[src/rtl/uart_tx_arb.sv]
// Round-robin arbiter that lets N_REQ byte sources share one UART transmitter.
// It also contains the baud tick generator and the per-frame tx_done watchdog.
module uart_tx_arb #(
    parameter int N_REQ        = 4,
    parameter int CLKS_PER_BIT = 16,
    parameter int TIMEOUT_BITS = 16
) (
    input  logic               clk,
    input  logic               rst,
    input  logic [N_REQ-1:0]   req,
    input  logic [8*N_REQ-1:0] data,
    output logic [N_REQ-1:0]   gnt,
    output logic               tx_wr_en,
    output logic [7:0]         tx_d,
    output logic               baud_trig,
    input  logic               tx_done,
    output logic               busy,
    output logic               timeout_err
);

    // state     | meaning
    // S_IDLE    | no frame in flight; round-robin pick among req
    // S_ISSUE   | grant pulse visible, byte latched, write strike queued
    // S_WAIT_DONE | write strike visible on entry; wait for tx_done or timeout
    typedef enum logic [1:0] {
        S_IDLE      = 2'd0,
        S_ISSUE     = 2'd1,
        S_WAIT_DONE = 2'd2
    } state_t;

    localparam int IW = (N_REQ > 1) ? $clog2(N_REQ) : 1;
    localparam int BW = $clog2(CLKS_PER_BIT);
    localparam int TW = $clog2(TIMEOUT_BITS + 1);

    localparam logic [BW-1:0] BAUD_LAST = BW'(CLKS_PER_BIT - 1);
    localparam logic [TW-1:0] TO_LOAD   = TW'(TIMEOUT_BITS);
    localparam logic [IW-1:0] IDX_LAST  = IW'(N_REQ - 1);

    state_t           state_q, state_d;
    logic [IW-1:0]    ptr_q, ptr_d;
    logic [IW-1:0]    win_q, win_d;
    logic [7:0]       byte_q, byte_d;
    logic [BW-1:0]    baud_cnt_q, baud_cnt_d;
    logic [TW-1:0]    to_cnt_q, to_cnt_d;
    logic [N_REQ-1:0] gnt_q, gnt_d;
    logic             wr_q, wr_d;

    logic             baud_tick;
    logic             found;
    logic [IW-1:0]    pick;
    logic [IW:0]      sum;
    logic [IW-1:0]    cand;
    logic [IW-1:0]    next_ptr;

    assign baud_tick  = (baud_cnt_q == BAUD_LAST);
    assign baud_cnt_d = baud_tick ? '0 : baud_cnt_q + 1'b1;

    // Scan from ptr upward, wrapping modulo N_REQ; first active request wins.
    always_comb begin
        found = 1'b0;
        pick  = ptr_q;
        sum   = '0;
        cand  = '0;
        for (int i = 0; i < N_REQ; i++) begin
            sum = {1'b0, ptr_q} + (IW+1)'(i);
            if (sum >= (IW+1)'(N_REQ)) begin
                sum = sum - (IW+1)'(N_REQ);
            end
            cand = sum[IW-1:0];
            if (!found && req[cand]) begin
                found = 1'b1;
                pick  = cand;
            end
        end
    end

    assign next_ptr = (win_q == IDX_LAST) ? '0 : win_q + 1'b1;

    always_comb begin
        state_d     = state_q;
        ptr_d       = ptr_q;
        win_d       = win_q;
        byte_d      = byte_q;
        to_cnt_d    = to_cnt_q;
        gnt_d       = '0;
        wr_d        = 1'b0;
        timeout_err = 1'b0;
        case (state_q)
            S_IDLE: begin
                if (found) begin
                    gnt_d   = N_REQ'(1) << pick;
                    win_d   = pick;
                    byte_d  = data[8*int'(pick) +: 8];
                    state_d = S_ISSUE;
                end
            end
            S_ISSUE: begin
                wr_d     = 1'b1;
                to_cnt_d = TO_LOAD;
                state_d  = S_WAIT_DONE;
            end
            S_WAIT_DONE: begin
                // A frame completing on the same tick as expiry counts as done.
                if (tx_done) begin
                    ptr_d   = next_ptr;
                    state_d = S_IDLE;
                end else if (baud_tick) begin
                    if (to_cnt_q == TW'(1)) begin
                        timeout_err = rst;
                        ptr_d       = next_ptr;
                        state_d     = S_IDLE;
                    end else begin
                        to_cnt_d = to_cnt_q - 1'b1;
                    end
                end
            end
            default: begin
                state_d = S_IDLE;
            end
        endcase
    end

    always_ff @(posedge clk) begin
        if (!rst) begin
            state_q    <= S_IDLE;
            ptr_q      <= '0;
            win_q      <= '0;
            byte_q     <= '0;
            baud_cnt_q <= '0;
            to_cnt_q   <= '0;
            gnt_q      <= '0;
            wr_q       <= 1'b0;
        end else begin
            state_q    <= state_d;
            ptr_q      <= ptr_d;
            win_q      <= win_d;
            byte_q     <= byte_d;
            baud_cnt_q <= baud_cnt_d;
            to_cnt_q   <= to_cnt_d;
            gnt_q      <= gnt_d;
            wr_q       <= wr_d;
        end
    end

    assign gnt       = gnt_q;
    assign tx_wr_en  = wr_q;
    assign busy      = (state_q != S_IDLE);
    assign tx_d      = busy ? byte_q : 8'h00;
    assign baud_trig = rst & baud_tick;

endmodule

[config.mk]
export PLATFORM = sky130hd
export DESIGN_NAME = uart_tx_arb
export DESIGN_NICKNAME = d
export VERILOG_FILES = /design/src/rtl/uart_tx_arb.sv
export SDC_FILE = /design/constraint.sdc
export NUM_CORES = 1
export LEC_CHECK = 0
export ABC_AREA = 1
export CAP_MARGIN = 25
export CORE_ASPECT_RATIO = 1.5
export CORE_MARGIN = 3
export CORE_UTILIZATION = 35
export DETAILED_ROUTE_END_ITERATION = 12
export GPL_TIMING_DRIVEN = 0
export HOLD_SLACK_MARGIN = 0.02
export PLACE_DENSITY = 0.59
export SLEW_MARGIN = 20
export SYNTH_ARGS = -nofsm -noshare
export SYNTH_HDL_FRONTEND = slang
export SYNTH_SLANG_ARGS = --single-unit
[constraint.sdc]
create_clock -name clk -period 3.2 [get_ports clk]
set_input_delay 0.32 -clock clk [delete_from_list [all_inputs] [get_ports clk]]
set_output_delay 0.32 -clock clk [all_outputs]
set_load 0.02 [all_outputs]
# Yosys cells after proc, flatten, opt, wreduce, memory -nomap -nowiden
# Cells that the tools add are included.
# totals
regBits,28
ramBits,0
mem_count,0
in_bits,39
out_inout_bits,16
latch_bits,0
romBits,0
# op_classes
n_eq_ne,11
n_bitwise,2
n_mux,39
n_lt_le_gt_ge,8
n_shift,2
add_sub_neg,10
div,0
reduce_logical,17
multipliers,0
# ops
op,count
2-bit 2-to-1 mux,16
32-bit by 6-bit indexed part select with 8-bit output,1
5-bit 2-to-1 mux,3
1-bit 2-to-1 mux,13
2-bit by 3-bit < comparator with 1-bit output (second input constant),4
5-bit case mux with 2 select lines,1
3-bit greater-or-equal comparator (second input constant),3
3-bit AND reduction,3
1-bit binary-select mux with 2-bit select,4
8-bit 2-to-1 mux,1
2-bit != test (second input constant),4
2-bit nonzero test,4
2-bit by 1-bit subtractor with 2-bit output (second input constant),4
2-bit by 2-bit adder with 3-bit output (second input constant),2
3-bit != test (second input constant),2
2-bit case mux with 3 select lines,1
5-bit by 1-bit equality test with 1-bit output (second input constant),1
5-bit by 1-bit subtractor with 5-bit output (second input constant),1
4-bit by 1-bit adder with 4-bit output (second input constant),1
2-bit equality test (second input constant),2
4-bit equality test (second input constant),1
4-bit AND reduction,1
1-bit by 2-bit << shifter with 4-bit output (first input constant),1
2-bit by 1-bit adder with 3-bit output (second input constant),1
10 further kinds,14

# Logic depth before layout (Yosys ltp)
# Gate-level depths: netlist (run 1).
# depth
word_depth,16
depth_mapped,16

# Least setup slack after synthesis (run 1)
# OpenSTA, ideal clock, no wires.
# synth_path
path_type,register to register
from,register ptr_q[1]
to,register byte_q[0]
n_path_buf,2
path_stages_with_launch,15
setup_slack_ns,1.561
arrival_time_ns,1.526
setup_time_ns,0.113
synth_period_minus_slack_ns,1.639
cell_sequence,dfxtp_1 buf_4 inv_4 nand2_2 nand2_2 nand2_2 nand2_2 nand4_4 nand2_4 nand2_4 buf_6 nand2_1 nand3_1 nand3_1 nand2_1
# synth_between
elab_chain_cells,15
word_cells_on_any_way,39
cone_classes,add/sub (7); order compare (4); shift (1); mux (20); reduce/logical (7)
# synth_rtl
item,line_no,source
from (decl),40,"logic [IW-1:0] ptr_q, ptr_d;"
from (signal assigned),135,ptr_q <= ptr_d;
branches (longest 15 deep; another with 2-bit by 1-bit adder with 3-bit output),-,
to (signal assigned),137,byte_q <= byte_d;
to (decl),42,"logic [7:0] byte_q, byte_d;"
# Parallel ways; which one is timed is not known. The select of a mux whose other input is x is not followed.
# A chain may end at the register's enable or synchronous reset.

# Worst setup path after layout (run 1)
# layout_path
from,register baud_cnt_q[0]
to,output timeout_err
# layout_between
elab_chain_cells,4
# layout_rtl
item,line_no,source
from (decl),43,"logic [BW-1:0] baud_cnt_q, baud_cnt_d;"
from (signal assigned),138,baud_cnt_q <= baud_cnt_d;
4-bit equality test,55,assign baud_tick = (baud_cnt_q == BAUD_LAST);
1-bit 2-to-1 mux,107,end else if (baud_tick) begin
1-bit 2-to-1 mux,104,if (tx_done) begin
1-bit 2-to-1 mux,88,case (state_q)
to (decl),18,output logic timeout_err
# No other way between the ends.

==> results.md, run 1 <==
- Clock slew seen by the registers of the worst setup and hold paths: 100 ps
- CTS tree: built
- Period minus WS final: 2210 ps
- Post-synth top cells: nand2_1 (79), nand3_1 (53), dfxtp_1 (28)
- Drt initial violations: 71
- Clk_lat worst skew: 270 ps
- Primary FF master, synth: dfxtp_1
- Layout cells sized above 1: 11.2%
- Initial antenna violation count: 0
- Fmax: 453 MHz
- Design area: 2480 um2
- Cell area after placement: 2410 um2
- Worst-Margin Slew: 705 ps
- Synth area leader: dfxtp_1
- CP cell instances: ha_1, nand3_1, nor3_1, clkdlybuf4s50_1
- Dominant cells by area after synthesis: dfxtp_1 (31%), nand2_1 (17%), nand3_1 (15%), nor2_1 (5.7%), inv_1 (5.5%)
- Initial core utilization: 36.6%
- Post-layout nets: 375
- Slew Viols, Final: 0
- Placed wire-length estimate: 3.62 mm
- Die height: 93.6 um
- Reg2reg end: byte_q[7]$_SDFFE_PN0P_
- Async S/R FF share, synth: 0%
- ANT cells: 0
- GRT Total Usage: 15.9%
- Pwr/cell area: 473 nW/um2
- Drc violations: 0
- CP Launch Point: baud_cnt_q[0]$_SDFF_PP0_
- H-tree depth: 1
- Vias/cell: 4.63
- Critical Path AT: 1890 ps
- Buffers on Ports: 54
- First-pass GRT wire length: 7.73 mm
- Post-synth EDFFs: 0
- Core footprint: 4890 um2
- CTS Hold Bufs: 0
- Status: completed
- Final worst-path cycle share: 69.0%
- TritonCTS buffer count: 3
- Drt first pass iters: 4
- Clock Tree Root: clkbuf_8
- Setup Buffers After CTS: 0
- Sequential share of the synthesized area: 31.3%
- Pin count of the biggest net entering global routing: 17
- Number of synthesized register bits: 28
- # rows: 31
- Gr ovfl total: 0
- Startpoint Class: register
- Syn_area_per_cell: 6.56 um2
- Reg2reg setup slack: 1280 ps
- CP Data Required Time: 2880 ps
- Post-synthesis net count: 316
- RePlAce Congestion: 0.799
- Antenna-violating nets left: 0
- Max-cap violations: 0
- I/O Pins: 55
- Worst r2r path cells: 13
- Worst Path Max Fanout: 5
- Mapped cell area: 1790 um2
- Most frequent cell after synthesis: nand2_1
- # resized after CTS: 0
- Die Span X: 64.4 um
- Leak pwr: 0.00112 uW
- Critical path endpoint: timeout_err
- Endpoints failing setup: 0
- Clk sinks: 28
- Slowest CP cell: clkdlybuf4s50_1
- Hold Violations, Final: 0
- Hold Crit Class: reg -> reg
- Reg-to-Reg Start: ptr_q[1]$_SDFFE_PN0P_
- Kind of critical path: reg -> out
- Rel. slew slack: 52.8%
- Yosys top cell area share: 31.3%
- Drt total wl: 4.46 mm
- Via count: 1837
- Distinct cell type count after synthesis: 31
- WL per Instance: 11.2 um
- RSZ-0062 raised after global routing: false
- Critical Path End Type: output pin
- Die area: 6030 um2
- Setup TNS: 0 ps
- Clock Skews: 4.25 ps
- Worst Hold Margin: 454 ps
- Synth-to-Final Area Change: 38.8%
- Post-Syn Instances: 273
- Maximum VDD drop: 225 uV
- Yosys warnings: 0
- Worst path max stage delay: 650 ps
- Vias in the first global route: 1749
- Worst-case clock buffer depth: 2
## cells by family (layout without fill, tap and decap cells)
logic type	after synthesis	in the layout	synth area share [%]
simple gates	189	189	51.3
buf+inv	36	94	9.22
flops	28	28	31.3
compound gates	14	14	4.40
fa+ha+maj	4	4	2.80
xor+xnor	2	2	0.979
## through the flow
stage	worst slack, ps	power (uW)	std cells	utilization (%)
CTS	975	1190	397	50.8
global placement	987	906	393	49.4
floorplan	1560	740	273	-
detailed placement	975	909	393	49.4
global route	822	1260	397	50.8
finish	992	1170	397	50.8
## worst min-delay path by stage
stage	start	endpoint	slack [ps]	cells past startpoint
2_1_floorplan	baud_cnt_q[0]$_SDFF_PP0_	baud_cnt_q[0]$_SDFF_PP0_	420	1
3_3_place_gp	baud_cnt_q[0]$_SDFF_PP0_	baud_cnt_q[0]$_SDFF_PP0_	430	1
3_5_place_dp	baud_cnt_q[0]$_SDFF_PP0_	baud_cnt_q[0]$_SDFF_PP0_	440	1
4_1_cts	baud_cnt_q[0]$_SDFF_PP0_	baud_cnt_q[0]$_SDFF_PP0_	460	1
5_1_grt	baud_cnt_q[0]$_SDFF_PP0_	baud_cnt_q[0]$_SDFF_PP0_	490	1
6_report	baud_cnt_q[0]$_SDFF_PP0_	baud_cnt_q[0]$_SDFF_PP0_	450	1
## layer usage
layer | vias up | wire (um) | track usage [%]
li1 | 993 | - | -
met1 | 797 | 1820 | 17.4
met2 | 43 | 2330 | 30.5
met3 | 4 | 255 | 3.37
met4 | 0 | 45 | 3.70
met5 | - | 0 | 0
## critical path: cells and delay by family (launching register included)
family	cells	cell delay, ps
adder cells (fa/ha/maj)	1	190
AND/OR/NAND/NOR	2	420
flip-flops	1	360
buffers and inverters	1	650
## power breakdown
| group | leakage, uW | internal (uW) | switching, uW |
|---|---|---|---|
| sequential | 0.000230 | 400 | 26.3 |
| combinational | 0.000856 | 194 | 276 |
| clock | 0.0000357 | 167 | 111 |
| total | 0.00112 | 761 | 413 |
## sequential cells by signal (all words and copies together), names as in the netlist
signal	count
gnt	4
to_cnt_q	5
tx_wr_en	1
byte_q	8
state_q	2
baud_cnt_q	4
win_q	2
ptr_q	2
## area by class of cell
| class | count | area [um2] |
|---|---|---|
| buffer | 6 | 50.0 |
| clock buffer | 3 | 41.3 |
| clock inverter | 1 | 30.0 |
| fill | 536 | 2400 |
| inverter | 30 | 115 |
| multi-input combinational | 209 | 1060 |
| sequential | 28 | 561 |
| tap | 66 | 82.6 |
| timing repair buffer | 54 | 541 |
## placed cells by master (no fill, tap or decap)
| master | Yosys | layout |
|---|---|---|
| nand3b_1 | 2 | 2 |
| nand2_2 | 13 | 13 |
| or3_1 | 1 | 1 |
| buf_6 | 2 | 2 |
| a211oi_1 | 1 | 1 |
| nand3_2 | 3 | 3 |
| or2_2 | 1 | 1 |
| o21ai_1 | 1 | 1 |
| a21oi_1 | 4 | 4 |
| nor2_4 | 1 | 1 |
| o22ai_1 | 1 | 1 |
| buf_2 | 1 | 1 |
| dfxtp_1 | 28 | 28 |
| nor3b_1 | 1 | 1 |
| a22o_1 | 1 | 1 |
| clkdlybuf4s50_1 | 0 | 54 |
| clkinv_1 | 1 | 1 |
| nand2_1 | 79 | 79 |
| bufinv_16 | 0 | 1 |
| nor3_1 | 2 | 2 |
| inv_4 | 1 | 1 |
| inv_1 | 26 | 26 |
| nor2_1 | 27 | 27 |
| xor2_1 | 1 | 1 |
| nand4_4 | 2 | 2 |
| clkbuf_8 | 0 | 3 |
| inv_2 | 2 | 2 |
| buf_4 | 3 | 3 |
| a31oi_1 | 1 | 1 |
| o21ai_0 | 5 | 5 |
| nand2_4 | 4 | 4 |
| ha_1 | 4 | 4 |
| nand3_1 | 53 | 53 |
| xnor2_1 | 1 | 1 |
Power figures use the tool's default switching activity.
==> run 2, diff against run 1 <==
==> constraint.sdc (replaced) <==
create_clock -name clk -period 2.2 [get_ports clk]
set_input_delay 0.22 -clock clk [delete_from_list [all_inputs] [get_ports clk]]
set_output_delay 0.22 -clock clk [all_outputs]
set_load 0.02 [all_outputs]
==> results.md, run 2 (synthesis gave the netlist of run 1 again) <==
- Slew Viols, Final: 0 (unchanged)
- Most common cell after layout, fill and taps aside: nand2_1
- GRT Total Usage: 15.9% (unchanged)
- # fillers: 537 (+0.19%)
- Die height: 93.6 um (unchanged)
- Rel. slew slack: 70.5% (+18 points)
- Synth-to-Final Area Change: 39.1%
- Status: completed
- Critical Path End Type: output pin
- Vias in the first global route: 1749 (unchanged)
- DR top layer: met4
- Core footprint: 4890 um2 (unchanged)
- Antenna-violating nets left: 0 (unchanged)
- Pwr/cell area: 687 nW/um2 (+45%)
- Placed wire-length estimate: 3.62 mm (unchanged)
- # rows: 31 (unchanged)
- Inst Count DP: 393 (unchanged)
- Startpoint Class: primary input
- Cell area after placement: 2410 um2 (unchanged)
- Max-cap violations: 0 (unchanged)
- Drt total wl: 4.47 mm (+0.34%)
- Hold Violations, Final: 0 (unchanged)
- Clk sinks: 28 (unchanged)
- Leak pwr: 0.00114 uW (+1.7%)
- TritonCTS buffer count: 3 (unchanged)
- CTS tree: built
- Critical Path AT: 1750 ps (-140 ps)
- CP Data Required Time: 1980 ps (-900 ps)
- M1 WL: 1.84 mm (+1.0%)
- Setup TNS: 0 ps (unchanged)
- Worst Path Max Fanout: 8 (+3)
- RSZ-0062 raised after global routing: false
- WL per Instance: 11.3 um (+0.34%)
- Footprint of the multi-input gates: 1070 um2 (+0.23%)
- Post-route setup slack: 228 ps (-764 ps)
- Clock Tree Root: clkbuf_8
- Vias/cell: 4.63 (+0.11%)
- Post-Place Setup Slack: 74.6 ps (-900 ps)
- Maximum VDD drop: 327 uV (+45%)
- Final worst-path cycle share: 89.6%
- Buffers on Ports: 54 (unchanged)
- Period minus WS final: 1970 ps
- Pin count of the biggest net entering global routing: 17 (unchanged)
- Endpoints failing setup: 0 (unchanged)
- Kind of critical path: in -> out
- Hold Crit Class: reg -> reg
- Most frequent cells in the layout: nand2_1 (79), nand3_1 (53), clkdlybuf4s50_1 (53)
- RePlAce Congestion: 0.799 (unchanged)
- Top flop regs: byte_q x8, to_cnt_q x5
- Clk_lat worst skew: 270 ps (about the same)
- Drt initial violations: 65 (-8.5%)
- ANT cells: 0 (unchanged)
- Drc violations: 0 (unchanged)
- Final Non-Filler Cells: 397 (unchanged)
- Fmax: 507 MHz
- Layout cells sized above 1: 11.5% (+0.30 points)
- Initial core utilization: 36.6% (unchanged)
- CTS Hold Bufs: 0 (unchanged)
- Via count: 1839 (+0.11%)
- Die Span X: 64.4 um (unchanged)
- Routed wl met2: 2.33 mm (-0.17%)
- Post-layout nets: 375 (unchanged)
- Drt first pass iters: 4 (unchanged)
- I/O Pins: 55 (unchanged)
- Max reg flops: 8 (unchanged)
- Clock Skews: 4.29 ps (+0.0364 ps)
- H-tree depth: 1 (unchanged)
- Met3 routed WL: 255 um (unchanged)
- First-pass GRT wire length: 7.73 mm (unchanged)
- Gr ovfl total: 0 (unchanged)
- Initial antenna violation count: 0 (unchanged)
- Worst-Margin Slew: 442 ps (-263 ps)
- Biggest register: byte_q
- Clock slew seen by the registers of the worst setup and hold paths: 100 ps (about the same)
- Design area: 2490 um2 (+0.20%)
- Die area: 6030 um2 (unchanged)
- Register area: 561 um2 (unchanged)
- Worst-case clock buffer depth: 2 (unchanged)
## run 2: changes by cell type in the layout (fill, tap and decap cells not counted), sizes merged
cell	change
clkdlybuf4s50	-1
dlymetal6s2s	+1
## run 2: critical path, stage by stage
cell	delay, ps
clkdlybuf4s50_1	600
inv_1	180
nor2_1	140
clkdlybuf4s50_1	610
## run 2: what timing repair did
item / 4_1_cts / 5_1_grt
setup endpoints to repair: 0 / 10
buffers inserted: 0 / 0
resized for setup: 0 / 2
## run 2: worst paths after layout
check | slack (ps) | startpoint | end | depth (start not counted)
max | 230 | rst | baud_trig | 4
min | 450 | baud_cnt_q[0]$_SDFF_PP0_ | baud_cnt_q[0]$_SDFF_PP0_ | 1
max reg2reg | 280 | ptr_q[1]$_SDFFE_PN0P_ | byte_q[7]$_SDFFE_PN0P_ | 13
min reg2reg | 450 | baud_cnt_q[0]$_SDFF_PP0_ | baud_cnt_q[0]$_SDFF_PP0_ | 1
## run 2: final cells by class
class | instances | area share (%)
Clock inverter | 1 | 1.21
Timing Repair Buffer | 54 | 21.8
Clock buffer | 3 | 1.66
Inverter | 30 | 4.62
Tap cell | 66 | 3.32
Sequential cell | 28 | 22.5
Buffer | 6 | 2.01
Multi-Input combinational cell | 209 | 42.9
## run 2: per-layer routing
metal  up-vias  GRT usage [%]
li1        992              -
met1       796           17.4
met2        47           30.5
met3         4           3.37
met4         0           3.70
met5         -              0
## run 2: metrics by stage
stage | hold slack [ps] | total power (uW) | utilization, %
2_1_floorplan | 358 | 1080 | -
3_3_place_gp | 433 | 1320 | 49.4
3_5_place_dp | 441 | 1320 | 49.4
4_1_cts | 455 | 1730 | 50.8
5_1_grt | 486 | 1840 | 50.9
6_report | 454 | 1710 | 50.9
## run 2: report_power, final
| group | switching (uW) | internal, uW |
|---|---|---|
| clock network | 162 | 243 |
| registers | 39.1 | 582 |
| logic | 402 | 283 |
| total | 603 | 1110 |
==> run 3, diff against run 2 <==
--- a/config.mk
+++ b/config.mk
@@ -9,12 +9,12 @@
 export CAP_MARGIN = 25
 export CORE_ASPECT_RATIO = 1.5
 export CORE_MARGIN = 3
-export CORE_UTILIZATION = 35
+export CORE_UTILIZATION = 38
 export DETAILED_ROUTE_END_ITERATION = 12
 export GPL_TIMING_DRIVEN = 0
 export HOLD_SLACK_MARGIN = 0.02
-export PLACE_DENSITY = 0.59
-export SLEW_MARGIN = 20
+export PLACE_DENSITY = 0.63
+export SLEW_MARGIN = 15
 export SYNTH_ARGS = -nofsm -noshare
 export SYNTH_HDL_FRONTEND = slang
 export SYNTH_SLANG_ARGS = --single-unit
==> results.md, run 3 (synthesis gave the netlist of run 1 again) <==
- Status: completed
- Drt initial violations: 61 (-6.2%)
- Core footprint: 4540 um2 (-7.1%)
- Post-route setup slack: 215 ps (-13.3 ps)
- Max reg flops: 8 (unchanged)
- Clk sinks: 28 (unchanged)
- Setup Buffers After CTS: 0 (unchanged)
- Initial antenna violation count: 0 (unchanged)
- ANT cells: 0 (unchanged)
- Cell area after placement: 2410 um2 (-0.10%)
- Startpoint Class: primary input
- Most common cell after layout, fill and taps aside: nand2_1
- Most frequent cells in the layout: nand2_1 (79), nand3_1 (53), clkdlybuf4s50_1 (53)
- GRT Total Usage: 17.4% (+1.5 points)
- Layout cells sized above 1: 11.5% (unchanged)
- Placed wire-length estimate: 3.57 mm (-1.4%)
- WL per Instance: 11.2 um (-0.91%)
- Pin count of the biggest net entering global routing: 17 (unchanged)
- TritonCTS buffer count: 3 (unchanged)
- Worst-case clock buffer depth: 2 (unchanged)
- Fmax: 504 MHz (-0.67%)
- Drc violations: 0 (unchanged)
- Synth-to-Final Area Change: 38.9%
- CTS Hold Bufs: 0 (unchanged)
- Critical Path AT: 1770 ps (+20 ps)
- Pwr/cell area: 685 nW/um2 (-0.24%)
- WP depth: 4 (unchanged)
- Slowest CP cell: clkdlybuf4s50_1
- First-pass GRT wire length: 7.73 mm (unchanged)
- Maximum VDD drop: 287 uV (-12%)
- Grt peak-use layer: met2
- Hold path depth: 1 (unchanged)
- Clock Skews: 3.85 ps (-0.440 ps)
- Post-layout nets: 375 (unchanged)
- Vias/cell: 4.68 (+1.1%)
- H-tree depth: 1 (unchanged)
- Met3 Usage GRT: 4.31% (+0.94 points)
- Clock Tree Root: clkbuf_8
- Gr ovfl total: 0 (unchanged)
- Die height: 90.1 um (-3.8%)
- Leak pwr: 0.00114 uW (unchanged)
- Die Span X: 62.0 um (-3.7%)
- Endpoints failing setup: 0 (unchanged)
- Worst path max stage delay: 610 ps (about the same)
- CTS tree: built
- Kind of critical path: in -> out
- Worst Path Max Fanout: 8 (unchanged)
- Antenna-violating nets left: 0 (unchanged)
- Hold Violations, Final: 0 (unchanged)
- RSZ-0062 raised after global routing: false
- Final worst-path cycle share: 90.2% (+0.60 points)
- Rel. slew slack: 67.5% (-3.0 points)
- Max-cap violations: 0 (unchanged)
- Initial core utilization: 39.4% (+2.8 points)
- RePlAce Congestion: 0.808 (+1.1%)
- Clock slew seen by the registers of the worst setup and hold paths: 90 ps (about the same)
- Drt first pass iters: 4 (unchanged)
- I/O Pins: 55 (unchanged)
- # resized after CTS: 0 (unchanged)
- # fillers: 500 (-6.9%)
- WP buf/inv: 3 (unchanged)
- Met2 Track Usage GR: 31.5% (+0.97 points)
- Critical Path End Type: output pin
- Most used cell, CP: clkdlybuf4s50_1
- Post-Place Setup Slack: 73.5 ps (-1.09 ps)
- # rows: 30 (-3.2%)
- Met1 usage: 19.3% (+1.9 points)
- Biggest register: byte_q
- Clk_lat worst skew: 270 ps (about the same)
- Setup TNS: 0 ps (unchanged)
- Worst-Margin Slew: 483 ps (+40.8 ps)
- Hold Crit Class: reg -> reg
- CP cell instances: clkdlybuf4s50_1, inv_1, nor2_1, clkdlybuf4s50_1
- Cell family with most CP delay: buffers and inverters
- Via count: 1849 (+0.54%)
- Drt total wl: 4.41 mm (-1.4%)
- Top flop regs: byte_q x8, to_cnt_q x5
- Period minus WS final: 1990 ps (+13.3 ps)
- Vias in the first global route: 1827 (+4.5%)
- Worst r2r path cells: 14 (+1)
- Design area: 2490 um2 (-0.10%)
- Buffers on Ports: 54 (unchanged)
- Die area: 5590 um2 (-7.3%)
- CP Data Required Time: 1980 ps (about the same)
- Slew Viols, Final: 0 (unchanged)
run 3: cell counts in the layout (fill, tap and decap cells not counted):
Identical to the previous run, type by type.
run 3: power breakdown:
group	internal, uW	switching, uW
sequential	582	38.0
combinational	283	401
clock	243	158
total	1110	597
run 3: final timing paths:
check | startpoint | end | slack, ps
hold / removal | baud_cnt_q[0]$_SDFF_PP0_ | baud_cnt_q[0]$_SDFF_PP0_ | 450
setup / recovery | rst | baud_trig | 210
hold reg to reg | baud_cnt_q[0]$_SDFF_PP0_ | baud_cnt_q[0]$_SDFF_PP0_ | 450
setup reg to reg | ptr_q[1]$_SDFFE_PN0P_ | byte_q[1]$_SDFFE_PN0P_ | 270
run 3: stage by stage:
step,power [uW],hold slack (ps),instances,utilization [%]
after detailed placement,1320,443,391,53.1
after global placement,1310,435,391,53.1
final,1700,453,395,54.8
after floorplan,1080,358,273,-
after global routing,1840,477,395,54.8
after CTS,1730,461,395,54.7
run 3: routing by layer:
layer  share of wire (%)  wire (um)  up-vias
met4                0.66         29        0
met1                  41       1790      809
met3                 5.6        245        2
met5                   0          0        -
li1                    -          -      994
met2                  53       2340       44
run 3: final cells by class:
cell class                 count  area, um2  area share (%)
inverter                      30        115            4.63
clock inverter                 1       30.0            1.21
buffer                         6       50.0            2.01
timing repair buffer          54        543            21.8
multi-input combinational    209       1070            42.9
tap                           64       80.1            3.22
clock buffer                   3       41.3            1.66
sequential                    28        561            22.5
